File: src/rtl/cpu_lsu_port.sv
`default_nettype none
// ============================================================================
// Module   : cpu_lsu_port
// Purpose  : Load/store unit port between a CPU pipeline and a byte-lane data
//            memory. Accepts one request at a time in IDLE. It drives a read
//            (DM_OE) or a byte-masked write (DM_WEB/DM_DI) until the memory
//            completes, then returns a one-cycle response with the load data
//            aligned and sign/zero-extended.
// Option   : LSU_MISALIGN_CHK_EN - when defined, a request whose address is
//            not a multiple of its size skips the memory. It responds with
//            rsp_err=1 and rsp_rdata=0. When undefined, rsp_err is always 0
//            and the offset is truncated down to the size boundary.
// Ports    : clk, rst (async, active-low)
//            req_valid/req_ready/req_we/req_size/req_unsigned/req_addr/
//            req_wdata  - pipeline request
//            rsp_valid/rsp_rdata/rsp_err - one-cycle completion
//            lsu_stall  - pipeline hold
//            DM_OE/DM_WEB/DM_A/DM_DI/DM_DO/DM_Stall/DM_rDone - memory side
// Revision : 1.0 - initial release
// ============================================================================
module cpu_lsu_port #(
    parameter int DATA_W = 32,
    parameter int ADDR_W = 32
) (
    input  logic                clk,
    input  logic                rst,
    input  logic                req_valid,
    output logic                req_ready,
    input  logic                req_we,
    input  logic [1:0]          req_size,
    input  logic                req_unsigned,
    input  logic [ADDR_W-1:0]   req_addr,
    input  logic [DATA_W-1:0]   req_wdata,
    output logic                rsp_valid,
    output logic [DATA_W-1:0]   rsp_rdata,
    output logic                rsp_err,
    output logic                lsu_stall,
    output logic                DM_OE,
    output logic [DATA_W/8-1:0] DM_WEB,
    output logic [ADDR_W-1:0]   DM_A,
    output logic [DATA_W-1:0]   DM_DI,
    input  logic [DATA_W-1:0]   DM_DO,
    input  logic                DM_Stall,
    input  logic                DM_rDone
);
    localparam int c_nb    = DATA_W / 8;
    localparam int c_off_w = $clog2(c_nb);

    typedef enum logic [1:0] {
        IDLE    = 2'd0,
        RD_WAIT = 2'd1,
        WR_WAIT = 2'd2,
        RESP    = 2'd3
    } state_t;

    state_t             r_state;
    logic [1:0]         r_size;
    logic               r_unsigned;
    logic [c_off_w-1:0] r_off;

    logic [1:0]         w_size;
    logic [c_off_w-1:0] w_off_raw;
    logic [c_off_w-1:0] w_align;
    logic [c_off_w-1:0] w_off;
    logic [c_nb-1:0]    w_unit;
    logic [c_nb-1:0]    w_lanes;
    logic [ADDR_W-1:0]  w_base;
    logic [DATA_W-1:0]  w_wrep;
    logic [DATA_W-1:0]  w_shift;
    logic [DATA_W-1:0]  w_word;
    logic [DATA_W-1:0]  w_ext;
    logic               w_err;

    // A dword on a 32-bit memory is treated as a full word.
    assign w_size    = (c_nb == 4 && req_size == 2'd3) ? 2'd2 : req_size;
    assign w_off_raw = req_addr[c_off_w-1:0];
    assign w_base    = {req_addr[ADDR_W-1:c_off_w], {c_off_w{1'b0}}};

    // w_align holds the offset bits that must be zero for the size. The unit
    // mask marks the lanes covered by the size, starting at lane 0.
    always_comb begin
        w_align = '0;
        w_unit  = c_nb'(8'h01);
        w_wrep  = {c_nb{req_wdata[7:0]}};
        case (w_size)
            2'd0: begin
                w_align = '0;
                w_unit  = c_nb'(8'h01);
                w_wrep  = {c_nb{req_wdata[7:0]}};
            end
            2'd1: begin
                w_align = c_off_w'(3'd1);
                w_unit  = c_nb'(8'h03);
                w_wrep  = {(c_nb/2){req_wdata[15:0]}};
            end
            2'd2: begin
                w_align = c_off_w'(3'd3);
                w_unit  = c_nb'(8'h0F);
                w_wrep  = {(c_nb/4){req_wdata[31:0]}};
            end
            default: begin
                w_align = c_off_w'(3'd7);
                w_unit  = c_nb'(8'hFF);
                w_wrep  = req_wdata;
            end
        endcase
    end

    // Misaligned offsets are truncated down to the size boundary.
    assign w_off   = w_off_raw & ~w_align;
    assign w_lanes = w_unit << w_off;

`ifdef LSU_MISALIGN_CHK_EN
    assign w_err = |(w_off_raw & w_align);
`else
    assign w_err = 1'b0;
`endif

    // Load path: shift the addressed unit down to bit 0, then extend.
    assign w_shift = DM_DO >> {r_off, 3'b000};

    generate
        if (DATA_W == 32) begin : g_word32
            assign w_word = w_shift;
        end else begin : g_word64
            assign w_word = {{(DATA_W-32){~r_unsigned & w_shift[31]}}, w_shift[31:0]};
        end
    endgenerate

    always_comb begin
        w_ext = w_shift;
        case (r_size)
            2'd0:    w_ext = {{(DATA_W-8){~r_unsigned & w_shift[7]}}, w_shift[7:0]};
            2'd1:    w_ext = {{(DATA_W-16){~r_unsigned & w_shift[15]}}, w_shift[15:0]};
            2'd2:    w_ext = w_word;
            default: w_ext = w_shift;
        endcase
    end

    assign req_ready = (r_state == IDLE);
    assign lsu_stall = (req_valid & ~req_ready) | (r_state == RD_WAIT) | (r_state == WR_WAIT);

    always_ff @(posedge clk or negedge rst) begin
        if (!rst) begin
            r_state    <= IDLE;
            r_size     <= 2'd0;
            r_unsigned <= 1'b0;
            r_off      <= '0;
            DM_OE      <= 1'b0;
            DM_WEB     <= '1;
            DM_A       <= '0;
            DM_DI      <= '0;
            rsp_valid  <= 1'b0;
            rsp_rdata  <= '0;
            rsp_err    <= 1'b0;
        end else begin
            case (r_state)
                IDLE: begin
                    if (req_valid) begin
                        r_size     <= w_size;
                        r_unsigned <= req_unsigned;
                        r_off      <= w_off;
                        if (w_err) begin
                            // Rejected without touching memory.
                            r_state   <= RESP;
                            rsp_valid <= 1'b1;
                            rsp_err   <= 1'b1;
                            rsp_rdata <= '0;
                        end else if (req_we) begin
                            r_state <= WR_WAIT;
                            DM_A    <= w_base;
                            DM_WEB  <= ~w_lanes;
                            DM_DI   <= w_wrep;
                        end else begin
                            r_state <= RD_WAIT;
                            DM_A    <= w_base;
                            DM_OE   <= 1'b1;
                        end
                    end
                end
                RD_WAIT: begin
                    // DM_Stall is deliberately not looked at here.
                    if (DM_rDone) begin
                        r_state   <= RESP;
                        DM_OE     <= 1'b0;
                        rsp_valid <= 1'b1;
                        rsp_err   <= 1'b0;
                        rsp_rdata <= w_ext;
                    end
                end
                WR_WAIT: begin
                    if (!DM_Stall) begin
                        r_state   <= RESP;
                        DM_WEB    <= '1;
                        rsp_valid <= 1'b1;
                        rsp_err   <= 1'b0;
                        rsp_rdata <= '0;
                    end
                end
                RESP: begin
                    r_state   <= IDLE;
                    rsp_valid <= 1'b0;
                    rsp_err   <= 1'b0;
                end
                default: r_state <= IDLE;
            endcase
        end
    end

endmodule
`default_nettype wire
File: config.mk
export PLATFORM = sky130hd
export DESIGN_NAME = cpu_lsu_port
export DESIGN_NICKNAME = d
export VERILOG_FILES = /design/src/rtl/cpu_lsu_port.sv
export SDC_FILE = /design/constraint.sdc
export NUM_CORES = 1
export LEC_CHECK = 0
export BUFFER_PORTS_ARGS = -buffer_cell sky130_fd_sc_hd__buf_2
export CORE_MARGIN = 1
export CORE_UTILIZATION = 25
export DETAILED_ROUTE_END_ITERATION = 12
export PLACE_DENSITY = 0.5
export SETUP_SLACK_MARGIN = 0.3
export SYNTH_ARGS = -nofsm -noshare
export SYNTH_HDL_FRONTEND = slang
export SYNTH_SLANG_ARGS = --single-unit
File: constraint.sdc
create_clock -name clk -period 2.7 [get_ports clk]
set_input_delay 0.54 -clock clk [delete_from_list [all_inputs] [get_ports clk]]
set_output_delay 0.54 -clock clk [all_outputs]
set_load 0.05 [all_outputs]
==> flow_summary.json <==
{
  "min_period_ns": 2.262,
  "start_util_pct": 25.75,
  "cts_buffer_depth": 2,
  "critPathRequiredTime_ns": 2.16,
  "syn_avg_cell_area_um2": 11.44,
  "max_freq_mhz": 442.2,
  "leakage_nw": 3.280,
  "remaining_drc_errors": 0,
  "via_per_inst": 4.596,
  "synth_edf_count": 0,
  "drtAntennaViolNets": 0,
  "htreeDepth": 3,
  "area_growth_pct": 32.20,
  "holdBufCountCts": 0,
  "track_usage_pct": 14.65,
  "ctsResizeCount": 0,
  "yosysMostFrequentCell": "dfrtp_1",
  "setup_tns_ns": 0,
  "grt-busiest-layer": "met2",
  "worst_slew_pin_slew_ns": 0.7091,
  "hold_violations": 0,
  "grt_max_degree": 58,
  "run_status": "finished clean",
  "dpl_worst_slack_ns": 0.4648,
  "power_density_mw_per_mm2": 1345,
  "nets": 748,
  "timing.hold.ws_ns": 0.1776,
  "grt-ovfl-total": 0,
  "clock-root-buffer": "clkbuf_16",
  "synth_seq_cells": 107,
  "finalWorstSetupSlack_ns": 0.4383,
  "async_reset_ff_share_pct": 100.0,
  "placed_area_mm2": 0.006377,
  "slew_viol_final": 0,
  "cap_violations": 0,
  "synth_ff_type": "dfrtp_1",
  "grt.met1_usage_pct": 18.03,
  "rsz0062_at_grt": "no",
  "crit_fanout": 10,
  "design_area_mm2": 0.006668,
  "synth_top_area_share_pct": 51.10,
  "arrival_ns": 1.72,
  "firstDrtPassIters": 5,
  "yosysSeqAreaShare_pct": 53.19,
  "drt-initial-drc-count": 162,
  "synthTopCellsByArea": "dfrtp_1, mux2_2, mux2i_1",
  "maxSlewHeadroom_pct": 52.67,
  "hpwl_um": 10980,
  "ir_drop_mv": 0.5540,
  "postCtsSetupRepairBufs": 0,
  "clock_latency_ns": 0.35,
  "drt-wirelength-per-cell_um": 16.35,
  "io_pins": 210,
  "path_clk_slew_ns": 0.08,
  "synth_common_cells": "dfrtp_1, o21ai_0, nand2_1",
  "setup_viol": 0,
  "place_congestion": 0.7718,
  "die_w_um": 144.0,
  "portBuffers": 206,
  "drive_gt1_share_pct": 46.12,
  "endpoint_kind": "output pin",
  "cts_tree": "done",
  "synth_area_mm2": 0.005044,
  "crit_type": "reg2out",
  "clock-sinks": 107,
  "antenna_found_initial": 2,
  "met3_usage_pct": 5.530,
  "grt_use_met2_pct": 24.08,
  "yosys.cell_types.count": 37,
  "grt_pass1_vias": 4335,
  "p_total_w": 0.008965,
  "fillers": 2048,
  "die_height_um": 144.0,
  "syn_inst": 441,
  "cts-buffers-inserted": 9,
  "wl_um": 14900,
  "dr_total_vias": 4187,
  "hp-class": "in2async",
  "fp.coreArea_mm2": 0.01959,
  "yosysWarnings": 0,
  "fp.dieArea_mm2": 0.02075,
  "startpoint_type": "flip-flop",
  "finalCritPeriodShare_pct": 83.77,
  "fin_skew_ns": 0.009577,
  "synth_top_cell_by_area": "dfrtp_1",
  "grt_pass1_wl_um": 23230,
  "rows": 51
}
-- cell usage in the layout, fill, tap and decap left out, types with 10 or more instances in the layout --
cell	n
buf_2	205
dfrtp_1	103
o21ai_0	58
nand2_1	55
mux2_2	48
mux2i_1	40
a21oi_1	20
a221o_1	16
buf_4	11
a22o_1	10
-- report_power, final --
part	leakage, nW	switching, W	internal, W	total [W]
combinational	1.81	0.00358	0.00140	0.00498
sequential	1.34	0.000395	0.00229	0.00268
clock	0.135	0.000655	0.000642	0.00130
total	3.28	0.00463	0.00434	0.00897
-- metrics by stage --
step,util [%],cells
detailed placement,32.55,893
finish,34.04,911
global placement,32.55,893
CTS,34.00,909
floorplan,-,443
global route,34.01,909
-- sequential cells by signal (all words and copies together) (netlist names) --
signal      cells
DM_DI          32
rsp_rdata      32
DM_A           30
DM_WEB          4
r_off           2
r_size          2
r_state         2
DM_OE           1
r_unsigned      1
rsp_valid       1
-- final timing paths --
kind | slack (ns) | start | endpoint | cells after the start
max in group asynchronous | 1.85 | rst | DM_WEB[2] | 2
min | 0.18 | rst | rsp_rdata[11] | 1
min in group clk | 0.41 | req_addr[23] | DM_A[23] | 2
min reg2reg | 0.48 | DM_WEB[0] | DM_WEB[0] | 2
max reg2reg | 0.62 | r_state[1] | DM_A[8] | 5
max | 0.44 | r_state[0] | lsu_stall | 5
-- per-layer routing --
metal	up-vias	wire length (um)	share of wire, %
met5	-	0	0
met1	2038	6228	42
met3	8	1484	10
met4	0	116	0.78
met2	166	7069	47
li1	1975	-	-
-- critical path, cell delays in order, from the launching register on --
cell      delay [ns]
dfrtp_1         0.42
inv_1           0.12
ha_1            0.35
inv_1           0.07
o211ai_1        0.10
buf_2           0.30
-- layout make-up --
| cell class | instances | area [um^2] | area share (%) |
|---|---|---|---|
| Clock buffer | 9 | 225.2 | 3.378 |
| Timing Repair Buffer | 218 | 1149 | 17.23 |
| Multi-Input combinational cell | 298 | 2198 | 32.97 |
| Tap cell | 265 | 331.6 | 4.973 |
| Clock inverter | 7 | 57.56 | 0.8632 |
| Inverter | 5 | 18.77 | 0.2815 |
| Antenna cell | 2 | 5.005 | 0.07506 |
| Sequential cell | 107 | 2683 | 40.23 |
-- logic make-up after synthesis --
kind of cell | synth area share [%]
mux | 19.55
simple gates | 8.137
flops | 53.19
fa+ha+maj | 0.9923
other cells | 0.07435
buf+inv | 3.572
compound gates | 14.49
Power figures use the tool's default switching activity.
